## config.mk

```make
export PLATFORM = sky130hd
export DESIGN_NAME = mem_wb_stage_flat
export DESIGN_NICKNAME = d
export VERILOG_FILES = /design/src/rtl/mem_wb_stage_if.sv /design/src/rtl/mem_wb_stage.sv /design/src/flat_wrapper.sv
export SDC_FILE = /design/constraint.sdc
export NUM_CORES = 1
export LEC_CHECK = 0
export BUFFER_PORTS_ARGS = -buffer_cell sky130_fd_sc_hd__buf_2
export CAP_MARGIN = 5
export CORE_AREA = 2 2 149 151
export DETAILED_ROUTE_END_ITERATION = 8
export DIE_AREA = 0 0 151 153
export GPL_ROUTABILITY_DRIVEN = 0
export PLACE_DENSITY_LB_ADDON = 0.15
export SLEW_MARGIN = 20
export SYNTH_ARGS = -nofsm -noshare
export SYNTH_HDL_FRONTEND = slang
export SYNTH_SLANG_ARGS = --single-unit
```

## constraint.sdc

```tcl
create_clock -name clk -period 1.39 [get_ports clk]
set_clock_uncertainty 0.05 [all_clocks]
set_input_delay 0.0695 -clock clk [delete_from_list [all_inputs] [get_ports clk]]
set_output_delay 0.0695 -clock clk [all_outputs]
set_load 0.02 [all_outputs]
```

## src/rtl/mem_wb_stage_if.sv

```systemverilog
// Data-memory port between the memory stage (master) and the data memory (slave).
// The master issues requests; the slave answers with ready and read data.
interface mem_wb_stage_if;
    logic        dmem_req;
    logic        dmem_we;
    logic [31:0] dmem_addr;
    logic [31:0] dmem_wdata;
    logic [3:0]  dmem_be;
    logic        dmem_ready;
    logic [31:0] dmem_rdata;

    modport master (
        output dmem_req, dmem_we, dmem_addr, dmem_wdata, dmem_be,
        input  dmem_ready, dmem_rdata
    );

    modport slave (
        input  dmem_req, dmem_we, dmem_addr, dmem_wdata, dmem_be,
        output dmem_ready, dmem_rdata
    );
endinterface

```

## src/rtl/mem_wb_stage.sv

```systemverilog
// Memory stage plus MEM/WB register: branch redirect, byte/half/word data-memory access
// with wait-state stalling. Define DMEM_TIMEOUT_EN to abort accesses stuck in WAIT.
module mem_wb_stage #(
    parameter int TIMEOUT_CYCLES = 15
) (
    input  logic                  clk,
    input  logic                  rst,
    input  logic                  RegWrite_EX,
    input  logic [1:0]            ResultSrc_EX,
    input  logic [1:0]            Mem_Con_EX,
    input  logic                  Branch_EX,
    input  logic                  PCSrc_EX,
    input  logic                  Zero_EX,
    input  logic [31:0]           PC_ALU_Sum_EX,
    input  logic [31:0]           ALUresult_EX,
    input  logic [31:0]           data2_EX,
    input  logic [2:0]            funct3_EX,
    input  logic [4:0]            rd_ID_EX_EX,
    input  logic [31:0]           PC_next_EX,
    mem_wb_stage_if.master        dmem,
    output logic                  stall_mem,
    output logic                  PCSrc_MEM,
    output logic [31:0]           PC_target_MEM,
    output logic                  RegWrite_WB,
    output logic [1:0]            ResultSrc_WB,
    output logic [31:0]           ALUresult_WB,
    output logic [31:0]           ReadData_WB,
    output logic [31:0]           PC_next_WB,
    output logic [4:0]            rd_WB,
    output logic                  misalign_WB
);

    typedef enum logic {IDLE, WAIT} state_t;

    state_t      state;
    logic [1:0]  byte_off;
    logic        is_load, is_store, mem_op, misaligned, misaligned_op, access_valid;
    logic        in_wait, req, timeout_hit;
    logic [31:0] st_wdata, load_data;
    logic [3:0]  st_be;
    logic [7:0]  rd_byte;
    logic [15:0] rd_half;

    assign byte_off      = ALUresult_EX[1:0];
    assign is_load       = (Mem_Con_EX == 2'b01);
    assign is_store      = (Mem_Con_EX == 2'b10);
    assign mem_op        = is_load | is_store;
    assign misaligned    = (funct3_EX[1:0] == 2'b00) ? 1'b0 :
                           (funct3_EX[1:0] == 2'b01) ? byte_off[0] : (byte_off != 2'b00);
    assign misaligned_op = mem_op & misaligned;
    assign access_valid  = mem_op & ~misaligned;
    assign in_wait       = (state == WAIT);

    // Every combinational output is forced low while reset is held.
    assign req              = rst & (in_wait | access_valid);
    assign stall_mem        = req & ~dmem.dmem_ready & ~timeout_hit;
    assign dmem.dmem_req    = req;
    assign dmem.dmem_we     = req & is_store;
    assign dmem.dmem_addr   = rst ? {ALUresult_EX[31:2], 2'b00} : 32'h0;
    assign dmem.dmem_wdata  = rst ? st_wdata : 32'h0;
    assign dmem.dmem_be     = rst ? st_be : 4'h0;
    assign PCSrc_MEM        = rst & (PCSrc_EX | (Branch_EX & Zero_EX));
    assign PC_target_MEM    = rst ? PC_ALU_Sum_EX : 32'h0;

    always_comb begin
        st_wdata = data2_EX;
        st_be    = 4'b1111;
        if (is_store) begin
            case (funct3_EX[1:0])
                2'b00: begin
                    st_wdata = {4{data2_EX[7:0]}};
                    st_be    = 4'b0001 << byte_off;
                end
                2'b01: begin
                    st_wdata = {2{data2_EX[15:0]}};
                    st_be    = 4'b0011 << byte_off;
                end
                default: ;
            endcase
        end
    end

    always_comb begin
        case (byte_off)
            2'b00:   rd_byte = dmem.dmem_rdata[7:0];
            2'b01:   rd_byte = dmem.dmem_rdata[15:8];
            2'b10:   rd_byte = dmem.dmem_rdata[23:16];
            default: rd_byte = dmem.dmem_rdata[31:24];
        endcase
        rd_half = byte_off[1] ? dmem.dmem_rdata[31:16] : dmem.dmem_rdata[15:0];
        case (funct3_EX)
            3'b000:  load_data = {{24{rd_byte[7]}}, rd_byte};
            3'b001:  load_data = {{16{rd_half[15]}}, rd_half};
            3'b100:  load_data = {24'h0, rd_byte};
            3'b101:  load_data = {16'h0, rd_half};
            default: load_data = dmem.dmem_rdata;
        endcase
    end

`ifdef DMEM_TIMEOUT_EN
    localparam int CNT_W = $clog2(TIMEOUT_CYCLES + 1);
    logic [CNT_W-1:0] wait_cnt;

    assign timeout_hit = in_wait & ~dmem.dmem_ready &
                         (wait_cnt == CNT_W'(TIMEOUT_CYCLES - 1));

    // Held at zero in IDLE so each WAIT episode starts counting from zero.
    always_ff @(posedge clk or negedge rst) begin
        if (!rst)
            wait_cnt <= '0;
        else if (!in_wait)
            wait_cnt <= '0;
        else if (!dmem.dmem_ready)
            wait_cnt <= wait_cnt + CNT_W'(1);
    end
`else
    assign timeout_hit = (TIMEOUT_CYCLES < 0);
`endif

    // A stalled edge loads a bubble so the held instruction is written back only once.
    always_ff @(posedge clk or negedge rst) begin
        if (!rst) begin
            state        <= IDLE;
            RegWrite_WB  <= 1'b0;
            ResultSrc_WB <= 2'b00;
            ALUresult_WB <= 32'h0;
            ReadData_WB  <= 32'h0;
            PC_next_WB   <= 32'h0;
            rd_WB        <= 5'd0;
            misalign_WB  <= 1'b0;
        end else begin
            if (state == IDLE) begin
                if (access_valid && !dmem.dmem_ready)
                    state <= WAIT;
            end else if (dmem.dmem_ready || timeout_hit) begin
                state <= IDLE;
            end

            if (stall_mem) begin
                RegWrite_WB  <= 1'b0;
                ResultSrc_WB <= 2'b00;
                ALUresult_WB <= 32'h0;
                ReadData_WB  <= 32'h0;
                PC_next_WB   <= 32'h0;
                rd_WB        <= 5'd0;
                misalign_WB  <= 1'b0;
            end else begin
                RegWrite_WB  <= RegWrite_EX & ~is_store & ~misaligned_op & ~timeout_hit;
                ResultSrc_WB <= ResultSrc_EX;
                ALUresult_WB <= ALUresult_EX;
                ReadData_WB  <= (is_load && req && dmem.dmem_ready) ? load_data : 32'h0;
                PC_next_WB   <= PC_next_EX;
                rd_WB        <= rd_ID_EX_EX;
                misalign_WB  <= misaligned_op | timeout_hit;
            end
        end
    end

endmodule

```

## src/flat_wrapper.sv

```systemverilog
// flat-port wrapper written by rule: the top's interface ports become plain ports
module mem_wb_stage_flat 
#(
    parameter int TIMEOUT_CYCLES = 15
)
  (clk, rst, RegWrite_EX, ResultSrc_EX, Mem_Con_EX, Branch_EX, PCSrc_EX, Zero_EX, PC_ALU_Sum_EX, ALUresult_EX, data2_EX, funct3_EX, rd_ID_EX_EX, PC_next_EX, stall_mem, PCSrc_MEM, PC_target_MEM, RegWrite_WB, ResultSrc_WB, ALUresult_WB, ReadData_WB, PC_next_WB, rd_WB, misalign_WB, dmem_dmem_req, dmem_dmem_we, dmem_dmem_addr, dmem_dmem_wdata, dmem_dmem_be, dmem_dmem_ready, dmem_dmem_rdata);
  mem_wb_stage_if dmem_i ();
  input  logic clk;
  input  logic rst;
  input  logic RegWrite_EX;
  input  logic [1:0] ResultSrc_EX;
  input  logic [1:0] Mem_Con_EX;
  input  logic Branch_EX;
  input  logic PCSrc_EX;
  input  logic Zero_EX;
  input  logic [31:0] PC_ALU_Sum_EX;
  input  logic [31:0] ALUresult_EX;
  input  logic [31:0] data2_EX;
  input  logic [2:0] funct3_EX;
  input  logic [4:0] rd_ID_EX_EX;
  input  logic [31:0] PC_next_EX;
  output logic stall_mem;
  output logic PCSrc_MEM;
  output logic [31:0] PC_target_MEM;
  output logic RegWrite_WB;
  output logic [1:0] ResultSrc_WB;
  output logic [31:0] ALUresult_WB;
  output logic [31:0] ReadData_WB;
  output logic [31:0] PC_next_WB;
  output logic [4:0] rd_WB;
  output logic misalign_WB;
  output wire logic [$bits(dmem_i.dmem_req)-1:0] dmem_dmem_req;
  output wire logic [$bits(dmem_i.dmem_we)-1:0] dmem_dmem_we;
  output wire logic [$bits(dmem_i.dmem_addr)-1:0] dmem_dmem_addr;
  output wire logic [$bits(dmem_i.dmem_wdata)-1:0] dmem_dmem_wdata;
  output wire logic [$bits(dmem_i.dmem_be)-1:0] dmem_dmem_be;
  input wire logic [$bits(dmem_i.dmem_ready)-1:0] dmem_dmem_ready;
  input wire logic [$bits(dmem_i.dmem_rdata)-1:0] dmem_dmem_rdata;
  assign dmem_dmem_req = dmem_i.dmem_req;
  assign dmem_dmem_we = dmem_i.dmem_we;
  assign dmem_dmem_addr = dmem_i.dmem_addr;
  assign dmem_dmem_wdata = dmem_i.dmem_wdata;
  assign dmem_dmem_be = dmem_i.dmem_be;
  assign dmem_i.dmem_ready = dmem_dmem_ready;
  assign dmem_i.dmem_rdata = dmem_dmem_rdata;
  mem_wb_stage #(.TIMEOUT_CYCLES(TIMEOUT_CYCLES)) u_core (.clk(clk), .rst(rst), .RegWrite_EX(RegWrite_EX), .ResultSrc_EX(ResultSrc_EX), .Mem_Con_EX(Mem_Con_EX), .Branch_EX(Branch_EX), .PCSrc_EX(PCSrc_EX), .Zero_EX(Zero_EX), .PC_ALU_Sum_EX(PC_ALU_Sum_EX), .ALUresult_EX(ALUresult_EX), .data2_EX(data2_EX), .funct3_EX(funct3_EX), .rd_ID_EX_EX(rd_ID_EX_EX), .PC_next_EX(PC_next_EX), .dmem(dmem_i), .stall_mem(stall_mem), .PCSrc_MEM(PCSrc_MEM), .PC_target_MEM(PC_target_MEM), .RegWrite_WB(RegWrite_WB), .ResultSrc_WB(ResultSrc_WB), .ALUresult_WB(ALUresult_WB), .ReadData_WB(ReadData_WB), .PC_next_WB(PC_next_WB), .rd_WB(rd_WB), .misalign_WB(misalign_WB));
endmodule
```

# Word level (Yosys, flattened, before mapping)
# Index checks and enable logic that the tools add are counted.
dict set report totals {
  reg_bits 106
  output_inout_bits 209
}
dict set report op_classes {
  shifts 2
  bitwise 16
  muxes 24
  n_eq_ne 8
  n_reduce_logical 8
}
# cell n
set op_table {}
lappend op_table {{two-way mux 32 bit} 8}
lappend op_table {{one-hot mux 32 bit (4 select lines)} 1}
lappend op_table {{one-hot mux 32 bit (2 select lines)} 1}
lappend op_table {{one-hot mux 8 bit (3 select lines)} 1}
lappend op_table {{two-way mux 16 bit} 1}
lappend op_table {{bitwise AND 1 bit} 9}
lappend op_table {{two-way mux 4 bit} 2}
lappend op_table {{one-hot mux 4 bit (2 select lines)} 1}
lappend op_table {{two-way mux 1 bit} 7}
lappend op_table {{equality test 2 x 1 -> 1 bit, second input constant} 3}
lappend op_table {{equality test 3 bit, second input constant} 2}
lappend op_table {{two-way mux 5 bit} 1}
lappend op_table {{equality test 2 bit, second input constant} 2}
lappend op_table {{zero test 2 bit} 2}
lappend op_table {{inverter 1 bit} 4}
lappend op_table {{left shift 1 x 2 -> 4 bit, first input constant} 1}
lappend op_table {{left shift 2 x 2 -> 4 bit, first input constant} 1}
lappend op_table {{equality test 3 x 1 -> 1 bit, second input constant} 1}
lappend op_table {{logical AND 1 bit} 3}
lappend op_table {{zero test 3 bit} 1}
lappend op_table {{OR 1 bit} 3}
lappend op_table {{two-way mux 2 bit} 1}
lappend op_table {{nonzero test 2 bit} 1}
lappend op_table {{zero test 1 bit} 1}

# Longest topological paths before layout
# Gate-level depths: netlist (run 1).
dict set report depth {
  ltp_word 11
  ltp_mapped 8
  mapped_depth_nobuf 6
}

# Least setup slack after synthesis (run 1)
# Ideal clock, no wire load.
dict set report synth_timing {
  path_type {input-to-output}
  startpoint {input port Mem_Con_EX[0]}
  endpoint {output port dmem_dmem_wdata[21]}
  slack_ns -0.271
  arrival_ns 1.542
  stages 7
  path_cell_list {inv_1 -> ha_1 -> nor2b_1 -> clkbuf_1 -> clkbuf_1 -> nand2_1 -> a21boi_0}
}
dict set report synth_between {
  elab_chain_cells 3
}
# element line
set synth_rtl {}
lappend synth_rtl {{from (decl)} flat_wrapper.sv:12} ;# input logic [1:0] Mem_Con_EX;
lappend synth_rtl {{equality test 2 bit} mem_wb_stage.sv:46} ;# assign is_store = (Mem_Con_EX == 2'b10);
lappend synth_rtl {{two-way mux 32 bit} mem_wb_stage.sv:68} ;# if (is_store) begin
lappend synth_rtl {{two-way mux 32 bit} mem_wb_stage.sv:60} ;# assign dmem.dmem_wdata = rst ? st_wdata : 32'h0;
lappend synth_rtl {{to (decl)} flat_wrapper.sv:35} ;# output wire logic [$bits(dmem_i.dmem_wdata)-1:0] dmem_dmem_wdata;
# Every way passes these cells.

# Worst setup path after layout (run 1)
dict set report layout_timing {
  startpoint {register u_core.state (netlist: u_core.in_wait)}
  endpoint {output port stall_mem}
}
dict set report layout_between {
  elab_chain_cells 3
}
# element line
set layout_rtl {}
lappend layout_rtl {{from (decl)} mem_wb_stage.sv:35} ;# state_t state;
lappend layout_rtl {{from (signal assigned)} mem_wb_stage.sv:123} ;# state <= IDLE;
lappend layout_rtl {{from (signal assigned)} mem_wb_stage.sv:134} ;# state <= WAIT;
lappend layout_rtl {{from (signal assigned)} mem_wb_stage.sv:136} ;# state <= IDLE;
lappend layout_rtl {{OR 1 bit} mem_wb_stage.sv:55} ;# assign req = rst & (in_wait | access_valid);
lappend layout_rtl {{bitwise AND 1 bit} mem_wb_stage.sv:55}
lappend layout_rtl {{bitwise AND 1 bit} mem_wb_stage.sv:56} ;# assign stall_mem = req & ~dmem.dmem_ready & ~timeout_hit;
lappend layout_rtl {{to (decl)} flat_wrapper.sv:22} ;# output logic stall_mem;
# Every way passes these cells.

==> results of run 1 <==
## power groups by stage
stage,sequential [mW],combinational (mW),clock (mW)
after floorplan,3.59,0.767,0
after global placement,3.35,1.95,0
after detailed placement,3.35,1.94,0
after CTS,3.29,2.22,2.84
after global routing,3.31,2.42,2.94
final,3.29,2.24,2.74
## per-layer routing
metal  wire length [um]  vias to the layer above  track usage (%)  share of wire (%)
met5                 11                        -                0              0.053
met4                425                        2            5.607                2.1
met3               1604                       27            4.179                7.8
met2              10710                      235            32.53                 52
met1               7837                     2486            19.77                 38
li1                   -                     2639                -                  -
## timing repair
action | 4_1_cts | 5_1_grt
endpoints found under the hold margin | 148 | 43
setup buffers | 4 | 2
gates resized for setup | 13 | 35
pin swaps | 1 | 1
cloned | 1 | 0
setup endpoints to repair | 8 | 103
## cell type report
cell class	instances	area (um^2)
inverter	7	26.28
clock inverter	7	92.59
clock buffer	9	225.2
sequential	106	2653
multi-input combinational	352	2335
timing repair buffer	533	3462
fill	2135	12340
tap	280	350.3
## worst reg2reg max path, delay by kind of cell (launching register included)
family,cells,cell delay [ns]
AO/OA/AOI/OAI,1,0.24
AND/OR/NAND/NOR,2,0.27
buffers and inverters,3,0.45
flip-flops,1,0.38
## stage by stage
stage | std cells | worst slack, ns | total power, mW | area, um^2
floorplan | 506 | -0.06511 | 4.357 | 5094
finish | 1294 | -0.09125 | 8.268 | 9144
CTS | 1293 | -0.1331 | 8.348 | 9016
global placement | 1170 | -0.2321 | 5.296 | 7565
detailed placement | 1170 | -0.3028 | 5.295 | 7565
global route | 1294 | -0.1318 | 8.668 | 9144
## placed cells by master, fill, tap and decap left out, drive strengths merged, types with 2 or more instances in the layout
cell         Yosys  final
clkinv           0      3
clkbuf          21      9
a21boi          17     17
nand2           43     43
nor4             2      2
and2            73     73
buf             20    431
o21ai           13     13
nor2            17     17
nand2b           4      4
ha               2      2
conb             1      2
nor3            26     26
inv              7     10
a211oi           7      7
o22ai            7      7
mux2i           11     11
a21oi            7      7
dfrtp          106    106
dlygate4sd3      0    102
mux2             7      7
nor2b           97     97
o21a             2      2
o211a            8      8
## final timing paths
path                                           endpoint  slack, ns  depth (start not counted)
max in group asynchronous        u_core.ALUresult_WB[7]       0.72                          3
worst min-delay path            u_core.ALUresult_WB[29]      -0.30                          2
worst max register to register    u_core.PC_next_WB[31]      -0.08                          6
min in group clk                 u_core.ReadData_WB[15]       0.05                          4
worst min register to register           u_core.in_wait       0.55                          3
worst max-delay path                          stall_mem      -0.09                          4
## state kept, by name, summed over array words and instances, names as in the netlist
register / cells
u_core.ALUresult_WB: 32
u_core.PC_next_WB: 32
u_core.ReadData_WB: 32
u_core.RegWrite_WB: 1
u_core.ResultSrc_WB: 2
u_core.in_wait: 1
u_core.misalign_WB: 1
u_core.rd_WB: 5
## cell families (layout without fill, tap and decap cells)
family / Yosys count / after routing
buf+inv: 48 / 556
flops: 106 / 106
compound gates: 64 / 64
other cells: 1 / 2
mux: 18 / 18
fa+ha+maj: 2 / 2
simple gates: 266 / 266
==> run summary, run 1 <==
The signal on the critical path passes through a32o_2 > nor2b_4 > buf_12 > buf_8. The area share of fa/ha/maj cells after synthesis works out to 0.4942%. The tools report the pin count of the biggest net entering global routing as 119. The cell family contributing the most delay on the critical path is flip-flops. The type of the setup path with the least slack is reg -> out. STA puts the critical path data arrival time at 1.36 ns. In this run the number of H-tree levels came out at 3. The final worst hold slack was -0.2974 ns. After synthesis, the most frequently instantiated cells are 106 x dfrtp_1, 96 x nor2b_1, 73 x and2_1, 43 x nand2_1, 26 x nor3_1. Synthesis inferred 106 register bits. The post-detailed-route DRC marker count is 0. Based on the critical path, the design can be clocked at up to 675.1 MHz. Yosys mapped a number of flops with a built-in enable equal to 0. After legalization and detailed placement, the total HPWL measured 15.66 mm. The highest fanout seen on the critical path is 3. In this run the count of I/O pins placed on the die edge is 388.

The number of design-rule violations left by the first detailed-router iteration was 166. For the internal power contribution, the log shows 5.719 mW. The floorplan die height is 153 um. Die footprint: 23100 um^2. The count of nets left with antenna violations once routing finished came out at 0. IR analysis of the VDD net gives a maximum drop of 677.6 uV. The post-route netlist has 48.22% of its cells at a drive strength greater than 1.

The run gives 0 as the final-report max-slew violation count. Combinational cells account for 27.1% of the total power. Synthesis produced a netlist whose cell count is 505. The logs give 23.57% for the initial cell density of the core and 39.8% for the sequential group share of total power. TritonCTS built the clock tree. The number of buffers created by CTS is 9, and the proportion of power drawn by the clock network is 33.1%.

Sequential element share of the synthesized area: 52.38%. Counting along the longest clock path gives a buffer depth of 2. The first-pass GRT wire length was 31.25 mm; the overall overflow remaining after global route was 0. After synthesis, the largest family of logic cells by area is simple AND/OR/NAND/NOR gates.

After layout, the worst path uses 106.6% of the clock period. The x dimension of the die is 151 um. A synthesized cell averages 10.03 um^2. Summed over all cells, the static leakage comes to 4.854 nW.

The worst pin sits at a relative slew slack of 43.43%. For the detailed-route via count, the log shows 5389. The flow ran to the end, but the final reports show violations. For this run, the total global-route usage over all layers was measured as 17.64%. Setup violations remaining at the end of the flow were counted as 48. In this run the power spent charging and discharging nets is 2.549 mW. The transition time at the pin with the least slew margin was 0.8485 ns. The most common cell in the synthesized netlist was dfrtp_1. In this run the worst setup path begins at u_core.in_wait. The largest total area in the synthesized netlist belongs to dfrtp_1. In this run, post-CTS hold repair placed 102 buffers. Summing every instance area after synthesis gives 5064 um^2. In this run, distinct cell masters in the synthesized netlist total 34. The multiplexer share of the synthesized area came out at 3.731%. After clock tree synthesis, the clock-pin slew on the worst setup and hold paths is 0.08 ns.

STA puts the critical path data required time at 1.27 ns. The post-route worst setup slack came out at -0.09125 ns. After detailed routing, the number of vias per cell comes to 4.165. The tree built by TritonCTS fans out to 106 sinks. The run gives 43 as the total count of hold-check failures in the final report. The cell sitting at the root of the clock tree is a clkbuf_16. At the end of the flow the core is filled with cells to 42.56%. In this run the critical register-to-register path is launched from u_core.in_wait. The later pin in the worst-skew pair is clocked with a latency of 0.35 ns. Summed over all failing endpoints, the final setup total negative slack is -1.569 ns. Net switching is 30.83% of the power. In the post-synthesis netlist, the biggest area contributors are dfrtp_1 52%, nor2b_1 12%, and2_1 9.0%.

During synthesis, Yosys emitted a total of 0 warnings. The share of synthesized registers carrying an async set or reset was 100.0%. For this design, the slowest cell found on the critical path is dfrtp_1.

Relative to the synthesized area, the layout overhead comes to 80.58%. After detailed routing, the average wire length per cell comes to 15.91 um. In this run the power density over the cells is 904.2 nW/um^2. Summed over its instances, the top area cell type makes up 52.38% of the synthesized netlist area. The site row count was 54; the simple-gate portion of the synthesized area was 29.78%.

The compound-gate portion of the synthesized area was 8.920%; the stage delay of the slowest cell on the critical path was 0.38 ns. The net count of the finished layout is 1190. The logs give 5787 for the number of global-route vias before repair and 20.59 mm for the post-detailed-routing wire length. The area of the core is 21490 um^2. The worst hold-check path type was in -> async.

The post-layout minimum cycle time was 1.481 ns. The tools report the number of detailed-route iterations in the first pass as 4. The antenna diode count is 0, and the number of buffer cells added on primary ports is 385. In the synthesized netlist the dominant register cell turns out to be dfrtp_1.

Setup repair after global routing could not meet its margin everywhere. The post-synthesis share of cell area spent on xor and xnor gates works out to 0%. The final reports fail on negative hold slack, negative setup slack. The worst setup path is launched from a flip-flop. Max-cap violations in this run came to 0. Buffer and inverter count on the worst path: 2.

Initial antenna violation count: 1. The worst setup path is captured at an output pin.
(Power assumes the default switching activity.)
==> run 2, diff against run 1 <==
--- a/config.mk
+++ b/config.mk
@@ -11,6 +11,7 @@
 export DETAILED_ROUTE_END_ITERATION = 8
 export DIE_AREA = 0 0 151 153
 export GPL_ROUTABILITY_DRIVEN = 0
+export GPL_TIMING_DRIVEN = 0
 export PLACE_DENSITY_LB_ADDON = 0.15
 export SLEW_MARGIN = 20
 export SYNTH_ARGS = -nofsm -noshare
==> run summary, run 2 (same netlist as run 1, synthesis figures left out) <==
The run finished, with violations left. The checks that failed: negative setup slack. The sort of element at the end of the critical path was an output pin. The worst hold path terminates at u_core.misalign_WB. Total count of hold-check failures in the final report: 0. For the post-route worst setup slack, the log shows -0.08878 ns. Based on the critical path, the design can be clocked at up to 676.2 MHz. The final design instance area without fill came out at 9283 um^2. Entering global routing, the biggest net connects 30 pins. The site row count came out at 54.

The tools report the placed instance area as 7390 um^2. The number of global-route vias before repair is 5995, and the synthesis-to-finish area growth is 83.32%. In this run the most critical hold path is launched from Mem_Con_EX[1]. Sequential cells burn 40.2% of the power. TritonCTS built the clock tree. The tightest hold path in the finished design has a slack of 0.03054 ns. In the final layout, the share of cells above drive strength 1 is 46.88%. The run gives 31.9% as the proportion of power drawn by the clock network. The final critical path takes up 106.4% of the cycle.

The number of endpoints failing setup at the final stage is 4. The tree is rooted in a clkbuf_16. OpenSTA, run right after detailed placement, puts the worst setup slack at -1.373 ns. The number of buffers created by CTS was 9. Leaving out fill and tap cells, the most frequent cells in the layout are 372 x buf_2, 106 x dlygate4sd3_1, 106 x dfrtp_1, 93 x nor2b_1, 72 x and2_1. The number of nets in the layout is 1200. For this design the static power due to leakage is 4.876 nW. The initial antenna violation count is 2, and the arrival time reported for the critical path endpoint is 1.36 ns. In this run the remaining antenna-violating nets after routing total 0. The number of detailed-route iterations in the first pass was 4.

The fraction of power spent switching nets was 31.83%; the combined global-route utilization of all metal layers was 18.89%. The cell at the slowest stage of the critical path is dfrtp_1. The clock edge transition at the registers on the reported setup and hold paths came out at 0.08 ns. The worst setup slack for register-to-register paths was 0 ns. For this design the ratio of total power to cell area is 882.3 nW/um^2. The stage delay of the slowest cell on the critical path was 0.38 ns; the maximum vdd ir drop was 583.0 uV.

In this run the worst hold path is classified as in -> reg. The number of stages on the worst hold path is 3. The final route contains 5560 vias.

The capture instance of the worst register-to-register path is u_core.RegWrite_WB. The nature of the critical path startpoint was a flip-flop. The post-detailed-routing wire length came out at 21.92 mm. The startpoint identified for the worst register-to-register timing path is u_core.in_wait. The highest fanout seen on the critical path was 3; the floorplan die height was 153 um. The insertion delay of the later-clocked pin in the worst-skew pair is 0.35 ns.

Initial cell density of the core: 23.57%. The number of buffers on the longest clock path is 2, and the post-detailed-route DRC marker count is 0. The count of clock tree sinks is 106, and the x dimension of the die is 151 um.

By startpoint and endpoint, the worst setup path is classified as reg -> out. The most critical setup path has its startpoint at u_core.in_wait. Input and output buffers added on the ports amount to 382. The first-pass GRT wire length is 33.19 mm, and the combinational group share of total power is 27.9%.

For the worst setup path, the data required time is 1.27 ns. For the finished layout, the period the worst path requires is 1.479 ns. Using the TritonRoute via totals, the vias-per-cell ratio works out to 4.261.

The largest registers in the layout are u_core.ALUresult_WB (32), u_core.PC_next_WB (32), u_core.ReadData_WB (32). The run gives 388 as the count of boundary I/O pins. For the internal power contribution, the log shows 5.583 mW. The fill cell instance count of the final layout is 2189. The final-report max-slew violation count is 0, and the number of levels the H-tree was split into is 3. The signal on the critical path passes through a32o_2 > nor2b_4 > buf_8 > buf_6. For the pin with the worst max-slew slack, the measured transition is 0.7764 ns.

The most common cell after layout, fill and taps aside was buf_2. The run gives 0 as the count of max-cap constraint violations. After detailed routing, the average wire length per cell comes to 16.79 um. The number of cell instances on the worst register-to-register path works out to 5. Setup repair after global routing could not meet its margin everywhere.

The half-perimeter wire length of the detailed placement result is 16.25 mm, and the remaining max-slew budget at the tightest pin is 48.07%. Summed over all layers, the global routing overflow is 0. The die covers 23100 um^2.

The final core utilization came out at 43.20%. The region available for standard cell placement spans 21490 um^2. For the number of design-rule violations left by the first detailed-router iteration, the log shows 159. In this run the power spent charging and discharging nets is 2.607 mW.
## run 2: timing repair
action / CTS / global route
gates resized for setup: 65 / 28
pin swaps: 2 / 6
setup buffers: 6 / 3
endpoints found under the setup margin: 207 / 113
hold buffers: 107 / 0
endpoints found under the hold margin: 208 / 0
gates cloned: 5 / 1
## run 2: cell type report
cell class	instances	area, um^2	share of cell area [%]
flip-flops and latches	106	2653	28.58
well taps	280	350.3	3.774
plain buffers	38	319.1	3.437
inverters	7	28.78	0.3100
clock inverters	7	80.08	0.8627
clock buffers	9	225.2	2.426
repair buffers	505	3337	35.95
multi-input cells	352	2287	24.64
diodes	1	2.502	0.02696
## run 2: metal layers
metal / vias to the layer above / wire (um) / track usage (%)
met5: - / 13 / 0
met4: 2 / 486 / 5.741
met3: 32 / 1489 / 4.119
met2: 237 / 11440 / 34.81
met1: 2625 / 8486 / 21.54
li1: 2664 / - / -
## run 2: power by group through the flow
stage / clock, mW / sequential (mW) / combinational, mW
after global routing: 2.83 / 3.31 / 2.47
after detailed placement: 0 / 3.35 / 1.88
after global placement: 0 / 3.35 / 1.87
after CTS: 2.71 / 3.29 / 2.27
final: 2.62 / 3.29 / 2.29
after floorplan: 0 / 3.59 / 0.767
## run 2: how the worst max path moves through the flow
| stage | end | slack (ns) | cells past startpoint |
|---|---|---|---|
| finish | stall_mem | -0.09 | 4 |
| global route | stall_mem | -0.13 | 4 |
| CTS | stall_mem | -0.21 | 5 |
| detailed placement | dmem_dmem_wdata[31] | -1.37 | 7 |
| global placement | dmem_dmem_wdata[31] | -2.60 | 6 |
| floorplan | u_core.RegWrite_WB | -0.07 | 8 |
## run 2: critical path: cells and delay by family (launching register included)
kind | cells | cell delay, ns
buf+inv | 2 | 0.24
compound gates | 1 | 0.24
simple gates | 1 | 0.15
flops | 1 | 0.38
## run 2: stage by stage
| step | TNS, ns | power [mW] | cells |
|---|---|---|---|
| final | -0.2417 | 8.190 | 1305 |
| after global routing | -0.7359 | 8.602 | 1305 |
| after CTS | -6.259 | 8.267 | 1301 |
| after detailed placement | -218.82 | 5.236 | 1169 |
| after global placement | -600.24 | 5.223 | 1168 |
| after floorplan | -0.06511 | 4.357 | 506 |
